**src/rtl/seq_scan_ctrl.sv**
```systemverilog
// seq_scan_ctrl: loads a word, shifts it MSB-first into a Moore
// "0001" recognizer, and collects match count and first position.
module seq_scan_ctrl #(
  parameter int unsigned WIDTH = 16,
  localparam int unsigned CW = $clog2(WIDTH + 1),
  localparam int unsigned PW = $clog2(WIDTH)
) (
  input  logic             clock,
  input  logic             reset,
  input  logic             start,
  input  logic             abort,
  input  logic [WIDTH-1:0] data_in,
  output logic             busy,
  output logic             done,
  output logic [CW-1:0]    match_count,
  output logic             found,
  output logic [PW-1:0]    first_pos,
  output logic             det_reset,
  output logic             det_seq_in,
  input  logic             det_match
);

  typedef enum logic [2:0] {
    S_IDLE,
    S_CLEAR,
    S_SHIFT,
    S_DRAIN,
    S_DONE
  } state_t;

  localparam logic [PW-1:0] LAST = PW'(WIDTH - 1);

  state_t           state;
  logic [WIDTH-1:0] sr;
  logic [PW-1:0]    idx;

  // Scan FSM; every output is a register updated for the next state.
  always_ff @(posedge clock) begin
    if (reset) begin
      state       <= S_IDLE;
      sr          <= '0;
      idx         <= '0;
      busy        <= 1'b0;
      done        <= 1'b0;
      match_count <= '0;
      found       <= 1'b0;
      first_pos   <= '0;
      det_reset   <= 1'b1;
      det_seq_in  <= 1'b0;
    end else if (abort) begin
      state      <= S_IDLE;
      busy       <= 1'b0;
      done       <= 1'b0;
      det_reset  <= 1'b1;
      det_seq_in <= 1'b0;
      if (busy) begin
        match_count <= '0;
        found       <= 1'b0;
        first_pos   <= '0;
      end
    end else begin
      done <= 1'b0;
      unique case (state)
        S_IDLE, S_DONE: begin
          det_reset  <= 1'b1;
          det_seq_in <= 1'b0;
          if (start) begin
            state       <= S_CLEAR;
            sr          <= data_in;
            busy        <= 1'b1;
            match_count <= '0;
            found       <= 1'b0;
            first_pos   <= '0;
          end else begin
            state <= S_IDLE;
            busy  <= 1'b0;
          end
        end
        S_CLEAR: begin
          state      <= S_SHIFT;
          idx        <= '0;
          det_reset  <= 1'b0;
          det_seq_in <= sr[WIDTH-1];
          sr         <= {sr[WIDTH-2:0], 1'b0};
        end
        S_SHIFT: begin
          if (det_match && idx != '0) begin
            match_count <= match_count + CW'(1);
            if (!found) begin
              found     <= 1'b1;
              first_pos <= idx - PW'(1);
            end
          end
          if (idx == LAST) begin
            state      <= S_DRAIN;
            det_seq_in <= 1'b0;
          end else begin
            idx        <= idx + PW'(1);
            det_seq_in <= sr[WIDTH-1];
            sr         <= {sr[WIDTH-2:0], 1'b0};
          end
        end
        S_DRAIN: begin
          if (det_match) begin
            match_count <= match_count + CW'(1);
            if (!found) begin
              found     <= 1'b1;
              first_pos <= LAST;
            end
          end
          state      <= S_DONE;
          busy       <= 1'b0;
          done       <= 1'b1;
          det_reset  <= 1'b1;
          det_seq_in <= 1'b0;
        end
        default: begin
          state     <= S_IDLE;
          busy      <= 1'b0;
          det_reset <= 1'b1;
        end
      endcase
    end
  end

endmodule

```
**config.mk**
```make
export PLATFORM = sky130hd
export DESIGN_NAME = seq_scan_ctrl
export DESIGN_NICKNAME = d
export VERILOG_FILES = /design/src/rtl/seq_scan_ctrl.sv
export SDC_FILE = /design/constraint.sdc
export NUM_CORES = 1
export LEC_CHECK = 0
export CAP_MARGIN = 15
export CORE_UTILIZATION = 45
export CTS_BUF_LIST = sky130_fd_sc_hd__clkbuf_4 sky130_fd_sc_hd__clkbuf_8 sky130_fd_sc_hd__clkbuf_16
export CTS_CLUSTER_SIZE = 20
export DETAILED_ROUTE_END_ITERATION = 12
export GPL_TIMING_DRIVEN = 1
export PLACE_DENSITY = 0.73
export SETUP_SLACK_MARGIN = 0.3
export SYNTH_ARGS = -nofsm -noshare
export SYNTH_HDL_FRONTEND = slang
export SYNTH_SLANG_ARGS = --single-unit
```
**constraint.sdc**
```tcl
create_clock -name clock -period 1.9 [get_ports clock]
set_input_delay 0.475 -clock clock [delete_from_list [all_inputs] [get_ports clock]]
set_output_delay 0.475 -clock clock [all_outputs]
set_load 0.01 [all_outputs]
```
==> results.tsv <==
metric	value	unit
die width	64.46	microns
Post-DP HPWL	2623	microns
Final period util	0.8811	
Starting Density	0.4759	
initial antenna violation count	0	
Placement Setup Slack	-0.4541	ns
status	complete, no violations	
Die ar.	0.004154	sq mm
largest net degree at the start of global routing	20	
Clock Path Buffers	2	
fmax	0.5973	GHz
area delta synth->final	64.43	%
drt wl/cell	16.24	microns
Chip Height	64.46	microns
switch share	0.2692	
worst skew pair latency	0.30	ns
Mapped Cells	184	
# IOs	35	
Post-Route WL	4840	microns
fraction of the yosys area taken by sequential cells	0.4220	
Synth top area share	0.4220	
post-route cell area	0.002887	sq mm
syn_area_per_cell	9.540	sq um
TritonRoute pass-1 iters	4	
GR Util met2	0.3671	
CTS root buf	clkbuf_8	
placed cell area	0.002257	sq mm
Synth area leaders	dfxtp_1 (42%), mux2i_1 (9.1%), a211oi_1 (7.3%)	
clk slew on worst S/H paths	0.07	ns
H-tree levels	2	
Setup crit start kind	flop	
total track usage	0.2101	
DRC viols	0	
worst hold path class	flop to flop	
gr busiest metal	met2	
synth unique cells	42	
share of cells above drive strength 1	0.4400	
vias in the first global route	1502	
CTS Hold Buffers Added	0	
PortBufs	34	
mapped cell area	0.001755	sq mm
WHS	0.4469	ns
internal power	0.001280	W
power share of the combinational group	0.209	
RSZ-0062 raised after global routing	true	
Yosys reg bits	37	
Crit Path Category	flop to flop	
met3 GRT Util	0.04577	
GRT Residual Overflow	0	
Row Count	22	
# Max-Cap Violations	0	
NumNets Final	273	
Via density	5.597	
most instantiated library cell after synthesis	dfxtp_1	
fin. max-slew vios	0	
crit path max fanout	4	
via count	1668	
Async SR Flop Fraction	0	
Warnings, synthesis	0	
Core Area	0.003689	sq mm
syn nets	208	
Routed Antenna Nets	0	
Main synth FF type	dfxtp_1	
Reg power frac	0.478	
initial DRC count	63	
CP endpoint kind	flop	
clock share of power	0.313	
met1 Resource Use GR	0.2418	
fin crit period	1.674	ns
clock sinks	37	
Antenna Cells	0	
Placer Congestion	0.8045	
final setup fails	0	
number of synthesized flops with an enable pin	0	
Slew Limit Headroom	0.7007	
Crit path required time	2.13	ns
Final WS setup	0.2259	ns
CTS Buf Count	5	
Worst-Margin Slew	0.4455	ns
Pleak	1.098	nW
clock skew	0.005911	ns
Arrival @ worst endpoint	1.91	ns
switching pwr	0.0004716	W
leading area contributor after synthesis	dfxtp_1	
Worst VDD drop	0.4650	mV
final hold vios	0	
CTS tree	yes	
Synth top cells by count	dfxtp_1 (37), nor2_1 (25), a211oi_1 (17)	
first-pass GRT wire length	6610	microns
PwrDens	606.8	mW/mm^2
-- routing by layer --
metal	vias up	routed length, microns
li1	811	-
met1	814	1952
met2	32	2600
met3	11	155
met4	0	131
met5	-	0
-- critical path, stage by stage, from the launching register on --
cell	delay (ns)
dfxtp_4	0.37
inv_4	0.04
ha_4	0.15
nor4b_4	0.13
or4_4	0.51
or2_4	0.28
o2bb2ai_2	0.12
-- power by group through the flow --
stage	registers, W	clock network [W]	logic [W]
2_1_floorplan	0.000841	0	0.000136
3_3_place_gp	0.000843	0	0.000219
3_5_place_dp	0.000846	0	0.000225
4_1_cts	0.000826	0.000550	0.000268
5_1_grt	0.000841	0.000596	0.000392
6_report	0.000838	0.000548	0.000366
-- final timing paths --
check / from / end / slack [ns] / cells after the start
max: idx[0] / first_pos[3] / 0.23 / 6
min: det_reset / det_reset / 0.45 / 2
max reg2reg: idx[0] / first_pos[3] / 0.23 / 6
min reg2reg: det_reset / det_reset / 0.45 / 2
-- logic make-up (layout without fill, tap and decap cells) --
logic type / after synthesis / in the layout / synth area share
AOI/OAI and AO/OA: 42 / 42 / 0.1761
xor gates and xnor gates: 5 / 5 / 0.02495
adders and majority gates: 3 / 3 / 0.02139
buffers and inverters: 16 / 82 / 0.04490
DFF: 37 / 37 / 0.4220
muxes: 16 / 16 / 0.09123
and+or+nand+nor: 65 / 65 / 0.2195
-- registers in the layout, summed over array words and instances (netlist names) --
register	count
idx	4
done	1
found	1
match_count	5
busy	1
det_seq_in	1
sr	16
first_pos	4
state	3
det_reset	1
-- metrics by stage --
| stage | std cells | setup TNS [ns] | utilization | power [W] |
|---|---|---|---|---|
| 3_3_place_gp | 268 | -6.453 | 0.6119 | 0.001062 |
| 2_1_floorplan | 184 | 0 | - | 0.0009768 |
| 4_1_cts | 283 | 0 | 0.6801 | 0.001644 |
| 3_5_place_dp | 268 | -7.198 | 0.6119 | 0.001071 |
| 5_1_grt | 298 | 0 | 0.7826 | 0.001829 |
| 6_report | 298 | 0 | 0.7826 | 0.001752 |
-- final cells by class --
| type | count | area (sq um) |
|---|---|---|
| multi-input combinational | 131 | 1232 |
| fill | 231 | 802.0 |
| sequential | 37 | 757.0 |
| timing repair buffer | 71 | 737.0 |
| clock buffer | 6 | 76.32 |
| tap | 48 | 60.06 |
| inverter | 3 | 13.76 |
| clock inverter | 2 | 10.01 |
-- cell usage in the layout, fill, tap and decap left out, types with 2 or more instances in the layout --
cell	n
clkdlybuf4s50_1	17
nor4b_1	2
nand3_1	4
nand2b_1	3
dlygate4sd2_1	15
nor2_4	9
buf_4	22
nand3b_1	2
nor4b_4	3
nor3_1	4
buf_12	4
a211oi_1	4
clkbuf_8	5
dfxtp_4	3
clkinv_2	2
a21oi_1	4
xor2_1	3
ha_4	2
nor2b_1	3
nor2_2	7
dfxtp_1	30
nor2_1	10
mux2i_1	16
nor3b_1	2
buf_16	2
dfxtp_2	4
buf_6	7
nand2_1	5
o2bb2ai_2	5
or3b_4	2
nor4_1	2
a211oi_2	13
a21oi_2	3
o21ai_0	2
-- what timing repair did --
item,in CTS,in global routing
gates resized for setup,43,55
setup buffers,5,14
endpoints found under the setup margin,44,27
cloned,2,1
pin swaps,7,25
Power figures use the tool's default switching activity.
